$ cat config.mk
export PLATFORM = sky130hd
export DESIGN_NAME = sha256_id_validator_flat
export DESIGN_NICKNAME = d
export VERILOG_FILES = /design/src/rtl/sha256_pkg.sv /design/src/rtl/sha256_id_validator_if.sv /design/src/rtl/sha256_id_fifo.sv /design/src/rtl/sha256_id_validator.sv /design/src/flat_wrapper.sv
export SDC_FILE = /design/constraint.sdc
export NUM_CORES = 1
export LEC_CHECK = 0
export BUFFER_PORTS_ARGS = -buffer_cell sky130_fd_sc_hd__clkbuf_2
export CORE_AREA = 10 10 203 205
export DETAILED_ROUTE_END_ITERATION = 12
export DIE_AREA = 0 0 213 215
export PLACE_DENSITY_LB_ADDON = 0.15
export REMOVE_ABC_BUFFERS = 1
export SLEW_MARGIN = 20
export SYNTH_ARGS = -nofsm -noshare
export SYNTH_HDL_FRONTEND = slang
export SYNTH_HIERARCHICAL = 1
export SYNTH_SLANG_ARGS = --single-unit
$ cat constraint.sdc
create_clock -name clk -period 6.2 [get_ports clk]
set_input_delay 1.24 -clock clk [delete_from_list [all_inputs] [get_ports clk]]
set_output_delay 1.24 -clock clk [all_outputs]
set_load 0.02 [all_outputs]
$ cat src/rtl/sha256_pkg.sv
// Shared widths and output-register state encoding for the SHA-256 ID validator.
package sha256_pkg;
  localparam int unsigned ID_WIDTH   = 6;
  localparam int unsigned HASH_WIDTH = 256;

  typedef enum logic {
    OUT_EMPTY = 1'b0,
    OUT_FULL  = 1'b1
  } out_state_e;
endpackage

$ cat src/rtl/sha256_id_validator_if.sv
// Handshake bundle between the ID issuer / SHA-256 core (master) and the validator (slave).
interface sha256_id_validator_if;
  import sha256_pkg::*;

  logic [ID_WIDTH-1:0]   id_in;
  logic                  id_in_last;
  logic                  id_in_valid;
  logic                  id_in_ready;

  logic [HASH_WIDTH-1:0] hash_in;
  logic [ID_WIDTH-1:0]   hash_in_id;
  logic                  hash_in_last;
  logic                  hash_in_valid;
  logic                  hash_in_ready;

  logic [HASH_WIDTH-1:0] hash_out;
  logic                  hash_out_last;
  logic                  hash_out_err;
  logic                  hash_out_valid;
  logic                  hash_out_ready;

  modport master (
    output id_in, id_in_last, id_in_valid,
    input  id_in_ready,
    output hash_in, hash_in_id, hash_in_last, hash_in_valid,
    input  hash_in_ready,
    input  hash_out, hash_out_last, hash_out_err, hash_out_valid,
    output hash_out_ready
  );

  modport slave (
    input  id_in, id_in_last, id_in_valid,
    output id_in_ready,
    input  hash_in, hash_in_id, hash_in_last, hash_in_valid,
    output hash_in_ready,
    output hash_out, hash_out_last, hash_out_err, hash_out_valid,
    input  hash_out_ready
  );
endinterface

$ cat src/rtl/sha256_id_fifo.sv
// Expected-ID FIFO with extra-MSB pointers; head is registered storage, no push-to-head bypass.
module sha256_id_fifo #(
  parameter int unsigned DEPTH = 4,
  parameter int unsigned WIDTH = 6
) (
  input  logic             clk,
  input  logic             sync_rst,
  input  logic             push,
  input  logic             pop,
  input  logic [WIDTH-1:0] din,
  output logic             full,
  output logic             empty,
  output logic [WIDTH-1:0] head
);
  localparam int unsigned AW = $clog2(DEPTH);

  logic [AW:0]      wr_ptr_q, wr_ptr_d;
  logic [AW:0]      rd_ptr_q, rd_ptr_d;
  logic [WIDTH-1:0] mem_q [DEPTH];
  logic             push_ok, pop_ok;

  assign full  = (wr_ptr_q[AW] != rd_ptr_q[AW]) && (wr_ptr_q[AW-1:0] == rd_ptr_q[AW-1:0]);
  assign empty = (wr_ptr_q == rd_ptr_q);
  assign head  = mem_q[rd_ptr_q[AW-1:0]];

  assign push_ok = push && !full;
  assign pop_ok  = pop && !empty;

  always_comb begin
    wr_ptr_d = wr_ptr_q + {{AW{1'b0}}, push_ok};
    rd_ptr_d = rd_ptr_q + {{AW{1'b0}}, pop_ok};
  end

  always_ff @(posedge clk) begin
    if (sync_rst) begin
      wr_ptr_q <= '0;
      rd_ptr_q <= '0;
    end else begin
      wr_ptr_q <= wr_ptr_d;
      rd_ptr_q <= rd_ptr_d;
    end
  end

  always_ff @(posedge clk) begin
    if (push_ok) mem_q[wr_ptr_q[AW-1:0]] <= din;
  end
endmodule

$ cat src/rtl/sha256_id_validator.sv
// Checks each SHA-256 digest's packet ID against the next expected ID and registers the
// digest with an error flag; keeps a saturating mismatch count and a sticky error bit.
module sha256_id_validator
  import sha256_pkg::*;
#(
  parameter int unsigned ID_FIFO_DEPTH = 4
) (
  input  logic                  clk,
  input  logic                  sync_rst,
  input  logic                  en,
  sha256_id_validator_if.slave  bus,
  output logic [7:0]            err_count,
  output logic                  err_sticky
);
  out_state_e            state_q, state_d;
  logic [HASH_WIDTH-1:0] hash_q, hash_d;
  logic                  last_q, last_d;
  logic                  err_q, err_d;
  logic [7:0]            cnt_q, cnt_d;
  logic                  sticky_q, sticky_d;

  logic                  fifo_full, fifo_empty;
  logic [ID_WIDTH-1:0]   fifo_head;
  logic                  id_fire, hash_fire, out_fire, mismatch;
  logic                  id_last_unused;

  // The issuer always drives last=1 on IDs; nothing depends on it.
  assign id_last_unused = bus.id_in_last;

  assign bus.id_in_ready   = en && !fifo_full && !sync_rst;
  assign bus.hash_in_ready = en && !fifo_empty && !sync_rst &&
                             ((state_q == OUT_EMPTY) || bus.hash_out_ready);

  assign id_fire   = bus.id_in_valid && bus.id_in_ready;
  assign hash_fire = bus.hash_in_valid && bus.hash_in_ready;
  assign out_fire  = (state_q == OUT_FULL) && bus.hash_out_ready;
  assign mismatch  = (bus.hash_in_id != fifo_head);

  sha256_id_fifo #(
    .DEPTH (ID_FIFO_DEPTH),
    .WIDTH (ID_WIDTH)
  ) u_id_fifo (
    .clk      (clk),
    .sync_rst (sync_rst),
    .push     (id_fire),
    .pop      (hash_fire),
    .din      (bus.id_in),
    .full     (fifo_full),
    .empty    (fifo_empty),
    .head     (fifo_head)
  );

  always_comb begin
    state_d  = state_q;
    hash_d   = hash_q;
    last_d   = last_q;
    err_d    = err_q;
    cnt_d    = cnt_q;
    sticky_d = sticky_q;
    unique case (state_q)
      OUT_EMPTY: if (hash_fire) state_d = OUT_FULL;
      OUT_FULL:  if (out_fire && !hash_fire) state_d = OUT_EMPTY;
      default:   state_d = OUT_EMPTY;
    endcase
    if (hash_fire) begin
      hash_d = bus.hash_in;
      last_d = bus.hash_in_last;
      err_d  = mismatch;
      if (mismatch) begin
        sticky_d = 1'b1;
        if (cnt_q != 8'hFF) cnt_d = cnt_q + 8'd1;
      end
    end
  end

  always_ff @(posedge clk) begin
    if (sync_rst) begin
      state_q  <= OUT_EMPTY;
      hash_q   <= '0;
      last_q   <= 1'b0;
      err_q    <= 1'b0;
      cnt_q    <= '0;
      sticky_q <= 1'b0;
    end else begin
      state_q  <= state_d;
      hash_q   <= hash_d;
      last_q   <= last_d;
      err_q    <= err_d;
      cnt_q    <= cnt_d;
      sticky_q <= sticky_d;
    end
  end

  assign bus.hash_out       = hash_q;
  assign bus.hash_out_last  = last_q;
  assign bus.hash_out_err   = err_q;
  assign bus.hash_out_valid = (state_q == OUT_FULL);
  assign err_count          = cnt_q;
  assign err_sticky         = sticky_q;
endmodule

$ cat src/flat_wrapper.sv
// flat-port wrapper written by rule: the top's interface ports become plain ports
module sha256_id_validator_flat import sha256_pkg::*;
#(
  parameter int unsigned ID_FIFO_DEPTH = 4
)
  (clk, sync_rst, en, err_count, err_sticky, bus_id_in, bus_id_in_last, bus_id_in_valid, bus_id_in_ready, bus_hash_in, bus_hash_in_id, bus_hash_in_last, bus_hash_in_valid, bus_hash_in_ready, bus_hash_out, bus_hash_out_last, bus_hash_out_err, bus_hash_out_valid, bus_hash_out_ready);
  sha256_id_validator_if bus_i ();
  input  logic clk;
  input  logic sync_rst;
  input  logic en;
  output logic [7:0] err_count;
  output logic err_sticky;
  input wire logic [$bits(bus_i.id_in)-1:0] bus_id_in;
  input wire logic [$bits(bus_i.id_in_last)-1:0] bus_id_in_last;
  input wire logic [$bits(bus_i.id_in_valid)-1:0] bus_id_in_valid;
  output wire logic [$bits(bus_i.id_in_ready)-1:0] bus_id_in_ready;
  input wire logic [$bits(bus_i.hash_in)-1:0] bus_hash_in;
  input wire logic [$bits(bus_i.hash_in_id)-1:0] bus_hash_in_id;
  input wire logic [$bits(bus_i.hash_in_last)-1:0] bus_hash_in_last;
  input wire logic [$bits(bus_i.hash_in_valid)-1:0] bus_hash_in_valid;
  output wire logic [$bits(bus_i.hash_in_ready)-1:0] bus_hash_in_ready;
  output wire logic [$bits(bus_i.hash_out)-1:0] bus_hash_out;
  output wire logic [$bits(bus_i.hash_out_last)-1:0] bus_hash_out_last;
  output wire logic [$bits(bus_i.hash_out_err)-1:0] bus_hash_out_err;
  output wire logic [$bits(bus_i.hash_out_valid)-1:0] bus_hash_out_valid;
  input wire logic [$bits(bus_i.hash_out_ready)-1:0] bus_hash_out_ready;
  assign bus_i.id_in = bus_id_in;
  assign bus_i.id_in_last = bus_id_in_last;
  assign bus_i.id_in_valid = bus_id_in_valid;
  assign bus_id_in_ready = bus_i.id_in_ready;
  assign bus_i.hash_in = bus_hash_in;
  assign bus_i.hash_in_id = bus_hash_in_id;
  assign bus_i.hash_in_last = bus_hash_in_last;
  assign bus_i.hash_in_valid = bus_hash_in_valid;
  assign bus_hash_in_ready = bus_i.hash_in_ready;
  assign bus_hash_out = bus_i.hash_out;
  assign bus_hash_out_last = bus_i.hash_out_last;
  assign bus_hash_out_err = bus_i.hash_out_err;
  assign bus_hash_out_valid = bus_i.hash_out_valid;
  assign bus_i.hash_out_ready = bus_hash_out_ready;
  sha256_id_validator #(.ID_FIFO_DEPTH(ID_FIFO_DEPTH)) u_core (.clk(clk), .sync_rst(sync_rst), .en(en), .bus(bus_i), .err_count(err_count), .err_sticky(err_sticky));
endmodule
==> results of run 1 <==
==> report_power, final <==
| part | internal, mW | switching (mW) | total (mW) |
|---|---|---|---|
| sequential | 1.96 | 0.00897 | 1.97 |
| combinational | 0.0902 | 0.116 | 0.206 |
| clock | 1.16 | 0.804 | 1.97 |
==> worst max-delay path: cells and delay by family <==
| family | cells | cell delay [ns] |
|---|---|---|
| buf+inv | 2 | 1.06 |
| compound gates | 1 | 0.15 |
| simple gates | 5 | 1.62 |
==> sequential cells by signal (all words and copies together), names as in the netlist <==
register	count
u_core/u_id_fifo/wr_ptr_q	3
u_core/bus.hash_out	256
u_core/bus.hash_out_valid	1
u_core/bus.hash_out_last	1
u_core/u_id_fifo/mem_q	24
u_core/err_sticky	1
u_core/err_count	8
u_core/bus.hash_out_err	1
u_core/u_id_fifo/rd_ptr_q	3
==> path summary, 6_finish.rpt <==
| kind | from | end | slack [ns] |
|---|---|---|---|
| setup / recovery | sync_rst | u_core/err_count[3] | 2.41 |
| setup reg to reg | u_core/u_id_fifo/rd_ptr_q[2] | u_core/err_count[3] | 2.51 |
| hold / removal | u_core/bus.hash_out[254] | u_core/bus.hash_out[254] | 0.45 |
| hold reg to reg | u_core/bus.hash_out[254] | u_core/bus.hash_out[254] | 0.45 |
==> logic make-up (layout without fill, tap and decap cells) <==
| group | Yosys count | after routing | synth area share (%) |
|---|---|---|---|
| compound gates | 281 | 281 | 13.8 |
| xor+xnor | 13 | 13 | 1.08 |
| fa+ha+maj | 5 | 5 | 0.594 |
| buf+inv | 93 | 615 | 3.77 |
| flops | 298 | 298 | 59.0 |
| mux | 7 | 7 | 1.39 |
| other cells | 0 | 2 | 0 |
| simple gates | 555 | 555 | 20.4 |
==> stage by stage <==
stage,hold slack [ns],instances,power (mW),cell area (µm²),util (%)
3_3_place_gp,0.439,2187,2.21,13600,36.4
2_1_floorplan,0.502,1164,2.07,10200,-
5_1_grt,0.471,2249,4.31,14700,39.4
3_5_place_dp,0.445,2187,2.22,13600,36.4
6_report,0.451,2250,4.14,14700,39.4
4_1_cts,0.453,2248,4.21,14700,39.4
==> cells in the final DEF (no fill, tap or decap), types with 4 or more instances in the layout <==
master / n
dfxtp_1: 274
clkbuf_2: 543
edfxtp_1: 24
a21oi_1: 264
xnor2_1: 10
inv_1: 4
ha_1: 5
clkbuf_1: 8
nor2b_1: 5
clkbuf_8: 7
clkinv_2: 7
clkbuf_16: 37
mux4_2: 6
nand2_1: 526
nor2_1: 7
==> cells in the mapped netlist <==
cell type,number
a21oi_1,264
a311oi_1,2
a31oi_1,3
and2_1,1
and3_2,2
buf_1,6
buf_2,25
buf_4,1
buf_6,1
clkbuf_1,55
clkinv_4,1
dfxtp_1,274
edfxtp_1,24
ha_1,5
inv_1,4
mux2_2,1
mux4_2,6
nand2_1,526
nand2_4,1
nand2b_1,1
nand3_1,3
nand4_1,1
nor2_1,7
nor2b_1,5
nor3_1,1
nor3b_1,1
o21ai_0,2
o21ai_2,1
o21bai_1,1
o311a_1,1
o311ai_0,2
o31a_1,1
o31ai_1,2
o41ai_1,2
or3_1,3
or3b_2,1
or4_1,2
xnor2_1,10
xor2_1,3
==> final cells by class <==
cell class | count | area, µm²
Fill cell | 3975 | 22600
Sequential cell | 298 | 6210
Multi-Input combinational cell | 861 | 3940
Timing Repair Buffer | 549 | 2790
Clock buffer | 51 | 1040
Tap cell | 474 | 593
Clock inverter | 10 | 55.1
Inverter | 5 | 26.3
Antenna cell | 2 | 5.00
==> layer usage <==
metal / up-vias / part of all wire, % / track usage, %
met2: 330 / 50 / 29.4
met3: 50 / 9.5 / 6.19
met4: 0 / 2.3 / 5.69
li1: 5087 / - / -
met5: - / 0 / 0
met1: 4569 / 38 / 18.5
==> run metrics, run 1 <==
Final period util 61.1%; peak per-stage delay on the critical path 0.79 ns; Final WS setup 2.41 ns; DP HPWL 30.1 mm; Routed WL 41.1 mm; Crit Path Max Fanout 141; Row Count 71; # DRC 0; mapped cell area 10,500 µm²; Final Max Tran Viols 0; largest net degree at the start of global routing 166; Pre-antenna DRT Iters 7; MaxCap Viol Count 0; final net count 2,031; Clk pin slew, worst setup/hold paths 0.07 ns; initial antenna violation count 2; DR vias 10,000; routability cong. 0.791; Leak 6.15 nW; die width 213 µm; die height 215 µm; Fmax 264 MHz; area delta synth->final 39.3%; CP Data Required Time 6.66 ns; top post-synthesis cells by area dfxtp_1 (52%), nand2_1 (19%), a21oi_1 (13%), edfxtp_1 (6.8%), clkbuf_1 (2.0%); Critical Path, Cell by Cell clkbuf_8 -> nor2_1 -> and3_2 -> nand2_8 -> inv_8 -> nand2_1 -> or4_1 -> a21oi_1; Root Driver clkbuf_16; Tmin final 3.79 ns; run status finished clean; Worst Path Arrival 4.25 ns; Synth warnings 6; HP Class reg -> reg; Post-CTS Setup Bufs 0; relative slew slack 43.1%; cells after synthesis 1,252; Initial Utilization 28.3%; Skew-Pair Late Insertion Delay 0.52 ns; IR Drop Worst-Case VDD 0.000177 V; first-pass GRT wire length 59.7 mm; synthesized area per cell 8.41 µm²; crit end category register; pre-CTS setup slack 1.81 ns; critical path class in -> reg; CTS tree done; Routed WL per cell 18.3 µm; die area 45,800 µm²; Clock Skews 0.0138 ns; H-tree levels 2; GR Overflow Total 0; register area share after synthesis 59.0%; worst-margin pin slew 0.854 ns; # hold bufs at CTS 0; core footprint 37,200 µm²; clock sinks 298; RSZ-0062 raised after global routing false; IO buf count 544; I/O pin count 546; #FFs+latches synth 298; cell taking the most area after synthesis dfxtp_1; vias in the first global route 9,425; Worst Hold Depth 2; Final Hold Viols 0; vias per cell 4.46; r2r worst-path depth 9; post-synth top area share 52.1%; sum of negative setup slack 0 ns; share of cells above drive strength 1 34.7%; # resized after CTS 0; drt initial violations 597; Unique masters post-synth 39; Cell Pwr Density 282 nW/µm²; Total GRT Usage 16.9%; # setup viols final 0; deepest clock path buffer count 3; Num CTS Buffers 35; Routed Antenna Nets 0; startpoint type of the worst setup path input pin; slowest CP cell inv_8
(Power assumes the default switching activity.)
==> run 2: changes to the inputs <==
--- a/config.mk
+++ b/config.mk
@@ -5,10 +5,11 @@
 export SDC_FILE = /design/constraint.sdc
 export NUM_CORES = 1
 export LEC_CHECK = 0
+export ABC_AREA = 1
 export BUFFER_PORTS_ARGS = -buffer_cell sky130_fd_sc_hd__clkbuf_2
-export CORE_AREA = 10 10 203 205
+export CORE_AREA = 10 10 205 207
 export DETAILED_ROUTE_END_ITERATION = 12
-export DIE_AREA = 0 0 213 215
+export DIE_AREA = 0 0 215 217
 export PLACE_DENSITY_LB_ADDON = 0.15
 export REMOVE_ABC_BUFFERS = 1
 export SLEW_MARGIN = 20
==> constraint.sdc (replaced) <==
create_clock -name clk -period 3.39 [get_ports clk]
set_input_delay 0.678 -clock clk [delete_from_list [all_inputs] [get_ports clk]]
set_output_delay 0.678 -clock clk [all_outputs]
set_load 0.02 [all_outputs]
==> run metrics, run 2 <==
core footprint 38,100 µm² (was 37,200 µm²); RSZ-0062 raised after global routing false (unchanged); crit end category primary output (was register); Total GRT Usage 17.1% (was 16.9%); flip-flop count of the largest register after layout 256 (unchanged); pre-CTS setup slack 0.785 ns (was 1.81 ns); synthesized area per cell 7.99 µm² (was 8.41 µm²); final hold slack 0.364 ns (was 0.451 ns); Leak 7.72 nW (was 6.15 nW); Final WS setup 0.862 ns (was 2.41 ns); H-tree levels 2 (unchanged); cell taking the most area after synthesis dfxtp_1 (unchanged); routability cong. 0.784 (was 0.791); drt initial violations 618 (was 597); Synth warnings 6 (unchanged); # resized after CTS 0 (unchanged); Final Hold Viols 0 (unchanged); Row Count 72 (was 71); cells after synthesis 1,354 (was 1,252); # hold bufs at CTS 0 (unchanged); commonest non-fill, non-tap cell in the layout nor2_1 (was clkbuf_2); DP HPWL 30.5 mm (was 30.1 mm); violated checks max-slew violations; final net count 2,137 (was 2,031); Root Driver clkbuf_16 (unchanged); Fmax 396 MHz; Num CTS Buffers 36 (was 35); Skew-Pair Late Insertion Delay 0.53 ns (was 0.52 ns); register area share after synthesis 57.4% (was 59.0%); worst-margin pin slew 1.57 ns (was 0.854 ns); IO buf count 544 (unchanged); CTS tree done (unchanged); ys async rst share 0% (unchanged); die height 217 µm (was 215 µm); Post-synth EDFFs 24 (unchanged); critical path class reg -> out (was in -> reg); largest net degree at the start of global routing 264 (was 166); Post-CTS Setup Bufs 0 (unchanged); run status finished, violations left (was finished clean); dpl cell area 13,900 µm² (was 13,600 µm²); deepest clock path buffer count 3 (unchanged); post-synth top area share 50.7% (was 52.1%); Routed WL per cell 17.5 µm (was 18.3 µm); Tmin final 2.53 ns; HP Class in -> reg (was reg -> reg); share of cells above drive strength 1 32.7% (was 34.7%); main flop type after synthesis dfxtp_1 (unchanged); top cells by instance count after synthesis nor2_1 (551), dfxtp_1 (274), o21ai_0 (236), nand2_1 (56), inv_1 (42) (was nand2_1 (526), dfxtp_1 (274), a21oi_1 (264), clkbuf_1 (55), buf_2 (25)); Crit Path Max Fanout 13 (was 141); relative slew slack -4.70% (was 43.1%); area delta synth->final 38.8% (was 39.3%); Routed WL 42.0 mm (was 41.1 mm); DR vias 10,300 (was 10,000); Worst Path Arrival 1.85 ns (was 4.25 ns); I/O pin count 546 (unchanged); CP Data Required Time 2.71 ns (was 6.66 ns); clock sinks 298 (unchanged); mapped cell area 10,800 µm² (was 10,500 µm²); overall power 7.82 mW (was 4.14 mW); # placed instances 2,336 (was 2,187); vias in the first global route 10,200 (was 9,425); fin cells 2,400 (was 2,250); most frequent cells in the layout nor2_1 (551), clkbuf_2 (544), dfxtp_1 (274), o21ai_0 (236), nand2_1 (56) (was clkbuf_2 (543), nand2_1 (526), dfxtp_1 (274), a21oi_1 (264), clkbuf_16 (37)); Final period util 74.6%; GR Overflow Total 0 (unchanged); Initial Utilization 28.4% (was 28.3%); Clk pin slew, worst setup/hold paths 0.06 ns (was 0.07 ns); top post-synthesis cells by area dfxtp_1 (51%), nor2_1 (19%), o21ai_0 (11%), edfxtp_1 (6.7%), nand2_1 (1.9%) (was dfxtp_1 (52%), nand2_1 (19%), a21oi_1 (13%), edfxtp_1 (6.8%), clkbuf_1 (2.0%)); IR Drop Worst-Case VDD 0.000300 V (was 0.000177 V); Layout fillers 4,021 (was 3,975); startpoint type of the worst setup path register (was input pin); # DRC 0 (unchanged); Routed Antenna Nets 0 (unchanged); Clock Skews 0.0215 ns (was 0.0138 ns); # setup viols final 0 (unchanged); first-pass GRT wire length 62.9 mm (was 59.7 mm); Unique masters post-synth 29 (was 39); Cell Pwr Density 521 nW/µm² (was 282 nW/µm²); MaxCap Viol Count 0 (unchanged); fin util 39.4% (about the same); design area 15,000 µm² (was 14,700 µm²); die width 215 µm (was 213 µm); #FFs+latches synth 298 (unchanged); vias per cell 4.29 (was 4.46); sum of negative setup slack 0 ns (unchanged); Final Max Tran Viols 113 (was 0); most common cell in the netlist nor2_1 (was nand2_1); Pre-antenna DRT Iters 4 (was 7); die area 46,700 µm² (was 45,800 µm²); initial antenna violation count 3 (was 2)
-- run 2: changes by cell type in the layout (fill, tap and decap cells not counted), moves of 7 or more --
| cell | before | now |
|---|---|---|
| a21oi_1 | 264 | 3 |
| inv_1 | 4 | 42 |
| nand2_1 | 526 | 56 |
| nor2_1 | 7 | 551 |
| o21ai_0 | 2 | 236 |
| o21ai_1 | 0 | 34 |
| xnor2_1 | 10 | 3 |
-- run 2: power breakdown --
part	total, mW	switching [mW]	internal (mW)
Sequential	3.63	0.0261	3.60
Combinational	0.448	0.260	0.188
Clock	3.74	1.48	2.26
Total	7.82	1.77	6.05
-- run 2: cell families after synthesis --
logic type | count (synthesis) | share of synthesized area (%)
buffers and inverters | 134 | 6.11
AO/OA/AOI/OAI | 279 | 13.0
AND/OR/NAND/NOR | 634 | 22.7
adder cells (fa/ha/maj) | 5 | 0.578
flip-flops | 298 | 57.4
XOR/XNOR | 4 | 0.324
-- run 2: critical path: stages (launching register included) --
cell and delay (ns):
dfxtp_1 0.31, inv_1 0.29, nand2_1 0.09, nand2_1 0.10, nand3b_1 0.10, inv_1 0.07, nor2_1 0.04, nand2_1 0.11
inv_1 0.05, clkbuf_2 0.16
-- run 2: layout make-up --
cell class	count	area [µm²]	share of cell area (%)
diodes	2	5.00	0.0333
clock buffers	57	1080	7.20
clock inverters	5	61.3	0.408
inverters	44	178	1.18
multi-input cells	922	3960	26.3
flip-flops and latches	298	6210	41.3
well taps	518	648	4.31
repair buffers	554	2890	19.2
-- run 2: worst paths after layout --
check | slack [ns] | cells past startpoint | from | to
max | 0.86 | 9 | u_core/u_id_fifo/rd_ptr_q[0] | bus_hash_in_ready
min | 0.36 | 3 | bus_hash_in[49] | u_core/bus.hash_out[49]
max reg2reg | 0.94 | 12 | u_core/u_id_fifo/rd_ptr_q[0] | u_core/bus.hash_out[190]
min reg2reg | 0.46 | 2 | u_core/err_sticky | u_core/err_sticky
-- run 2: routing by layer --
metal | part of all wire (%) | vias up | wire (µm) | GRT usage (%)
li1 | - | 5334 | - | -
met3 | 8.8 | 48 | 3700 | 6.81
met5 | 0 | - | 0 | 0
met1 | 39 | 4601 | 16300 | 18.4
met4 | 2.1 | 0 | 879 | 5.44
met2 | 50 | 305 | 21100 | 30.1
==> run 3: changes to the inputs <==
--- a/config.mk
+++ b/config.mk
@@ -7,9 +7,9 @@
 export LEC_CHECK = 0
 export ABC_AREA = 1
 export BUFFER_PORTS_ARGS = -buffer_cell sky130_fd_sc_hd__clkbuf_2
-export CORE_AREA = 10 10 205 207
+export CORE_AREA = 10 10 206 208
 export DETAILED_ROUTE_END_ITERATION = 12
-export DIE_AREA = 0 0 215 217
+export DIE_AREA = 0 0 216 218
 export PLACE_DENSITY_LB_ADDON = 0.15
 export REMOVE_ABC_BUFFERS = 1
 export SLEW_MARGIN = 20
==> constraint.sdc (replaced) <==
create_clock -name clk -period 2.5 [get_ports clk]
set_input_delay 0.5 -clock clk [delete_from_list [all_inputs] [get_ports clk]]
set_output_delay 0.5 -clock clk [all_outputs]
set_load 0.02 [all_outputs]
==> run metrics, run 3 (synthesis gave the netlist of run 2 again) <==
CTS tree done (unchanged); peak per-stage delay on the critical path 0.39 ns (was 0.31 ns); design area 15,200 µm² (was 15,000 µm²); largest net degree at the start of global routing 264 (unchanged); Skew-Pair Late Insertion Delay 0.53 ns (about the same); pre-CTS setup slack 0.226 ns (was 0.785 ns); Root Driver clkbuf_16 (unchanged); Routed Antenna Nets 0 (unchanged); DR vias 10,300 (about the same); Pint 8.38 mW (was 6.05 mW); Multi-input gate area 3960 µm² (unchanged); Clk pin slew, worst setup/hold paths 0.06 ns (about the same); die height 218 µm (was 217 µm); Pre-antenna DRT Iters 5 (was 4); area delta synth->final 40.4% (was 38.8%); Worst Path Arrival 1.77 ns (was 1.85 ns); family with the most delay on the worst path simple AND/OR/NAND/NOR gates (was buffers and inverters); switching power 2.38 mW (was 1.77 mW); Routed WL per cell 17.5 µm (about the same); Final WS setup 0.230 ns (was 0.862 ns); I/O pin count 546 (unchanged); CP Data Required Time 2.00 ns (was 2.71 ns); crit end category primary output (unchanged); Num CTS Buffers 37 (was 36); slowest CP cell dfxtp_1 (unchanged); commonest non-fill, non-tap cell in the layout nor2_1 (unchanged); overall power 10.8 mW (was 7.82 mW); Seq pwr share 45.7% (was 46.4%); die width 216 µm (was 215 µm); # DRC 0 (unchanged); Crit Path Max Fanout 5 (was 13); Final Hold Viols 0 (unchanged); GR Overflow Total 0 (unchanged); drt initial violations 662 (was 618); most frequent cells in the layout nor2_1 (551), clkbuf_2 (544), dfxtp_1 (273), o21ai_0 (236), nand2_1 (56) (was nor2_1 (551), clkbuf_2 (544), dfxtp_1 (274), o21ai_0 (236), nand2_1 (56)); WP buf/inv 4 (unchanged); final hold slack 0.195 ns (was 0.364 ns); Post-CTS Setup Bufs 0 (unchanged); Final period util 90.8%; Row Count 72 (unchanged); RSZ-0062 raised after global routing false (unchanged); share of cells above drive strength 1 33.3% (was 32.7%); MaxCap Viol Count 0 (unchanged); critical path class reg -> out (unchanged); IR Drop Worst-Case VDD 0.000437 V (was 0.000300 V); die area 47,100 µm² (was 46,700 µm²); register-to-register setup slack 0.29 ns (was 0.94 ns); fin util 39.7% (was 39.4%); flip-flop count of the largest register after layout 256 (unchanged); DP HPWL 30.9 mm (was 30.5 mm); HP Class in -> reg (unchanged); Sw Share 22.1% (was 22.6%); Hold Startpoint bus_hash_in[44] (was bus_hash_in[49]); Reg2Reg Launch Point u_core/u_id_fifo/wr_ptr_q[0] (was u_core/u_id_fifo/rd_ptr_q[0]); register area 6210 µm² (about the same); Worst Hold Depth 3 (unchanged); Clk pwr share 48.6% (was 47.9%); Clock Skews 0.00824 ns (was 0.0215 ns); # setup viols final 0 (unchanged); vias in the first global route 10,500 (was 10,200); worst-margin pin slew 1.55 ns (was 1.57 ns); Final Max Tran Viols 61 (was 113); Initial Utilization 28.3% (was 28.4%); Cell Pwr Density 708 nW/µm² (was 521 nW/µm²); final net count 2,146 (was 2,137); Total GRT Usage 17.1% (about the same); core footprint 38,300 µm² (was 38,100 µm²); IO buf count 544 (unchanged); initial antenna violation count 2 (was 3); Routed WL 42.1 mm (was 42.0 mm); violated checks max-slew violations (unchanged); FF-to-FF End u_core/bus.hash_out[46] (was u_core/bus.hash_out[190]); Tmin final 2.27 ns; vias per cell 4.30 (was 4.29); first-pass GRT wire length 63.0 mm (was 62.9 mm); Layout fillers 4,049 (was 4,021); routability cong. 0.797 (was 0.784); clock sinks 298 (unchanged); deepest clock path buffer count 3 (unchanged); Critical Path, Cell by Cell inv_1 -> nand2_1 -> nand2_1 -> nand3b_1 -> inv_1 -> nor2_1 -> nand2_1 -> inv_1 -> clkbuf_2 (unchanged); dpl cell area 14,000 µm² (was 13,900 µm²); r2r worst-path depth 12 (unchanged); H-tree levels 2 (unchanged); startpoint type of the worst setup path register (unchanged); Worst Hold End u_core/bus.hash_out[44] (was u_core/bus.hash_out[49]); Logic pwr share 5.7% (about the same); run status finished, violations left (unchanged); Leak 7.81 nW (was 7.72 nW); relative slew slack -3.54% (was -4.70%); Fmax 441 MHz
==> run 3: changes by cell type in the layout (fill, tap and decap cells not counted), sizes merged <==
cell / before / now
clkbuf: 601 / 597
clkinv: 1 / 6
bufinv: 1 / 2
inv: 47 / 44
diode: 2 / 1
buf: 10 / 18
==> run 3: cell type report <==
class / count / area share [%]
multi-input combinational: 922 / 26.1
clock buffer: 53 / 7.22
timing repair buffer: 562 / 19.8
antenna: 1 / 0.0165
tap: 518 / 4.27
clock inverter: 8 / 0.593
inverter: 44 / 1.17
sequential: 298 / 40.9
==> run 3: timing repair <==
item,CTS,global route
gates resized for setup,0,1
hold buffers,0,0
endpoints found under the setup margin,0,7
==> run 3: power groups by stage <==
stage | logic (mW) | clock network, mW | registers, mW
4_1_cts | 0.621 | 5.42 | 4.92
6_report | 0.613 | 5.22 | 4.92
2_1_floorplan | 0.158 | 0 | 5.10
3_3_place_gp | 0.617 | 0 | 5.02
5_1_grt | 0.679 | 5.60 | 4.93
3_5_place_dp | 0.618 | 0 | 5.02
==> run 3: metrics by stage <==
stage                TNS, ns  instances
floorplan           -1845.88       1264
global placement           0       2344
detailed placement         0       2344
CTS                        0       2405
global route               0       2405
finish                     0       2406
==> run 3: worst max-delay path by stage <==
| stage | from | to | slack (ns) | depth (start not counted) |
|---|---|---|---|---|
| after floorplan | sync_rst | u_core/bus.hash_out[0] | -6.86 | 8 |
| after global placement | u_core/u_id_fifo/rd_ptr_q[1] | u_core/err_count[1] | 0.29 | 12 |
| after detailed placement | u_core/u_id_fifo/rd_ptr_q[1] | u_core/bus.hash_out[142] | 0.23 | 10 |
| after CTS | u_core/u_id_fifo/rd_ptr_q[1] | bus_hash_in_ready | 0.09 | 7 |
| after global routing | u_core/u_id_fifo/wr_ptr_q[0] | bus_hash_in_ready | 0.03 | 9 |
| final | u_core/u_id_fifo/wr_ptr_q[0] | bus_hash_in_ready | 0.23 | 9 |
==> run 3: worst register-to-register path, cell delays in order, from the launching register on <==
cell	delay, ns
dfxtp_1	0.39
inv_1	0.10
nand2_1	0.07
nand2_1	0.08
nand3b_1	0.11
inv_1	0.05
nor2_1	0.10
nand2_1	0.10
nor2_4	0.27
buf_12	0.26
buf_12	0.30
o21ai_0	0.15
nor2_1	0.15
==> run 3: metal layers <==
metal	global-route usage, %	part of all wire [%]
met2	29.9	50
met4	5.10	1.8
met1	18.5	39
met5	0	0
met3	7.12	9.6
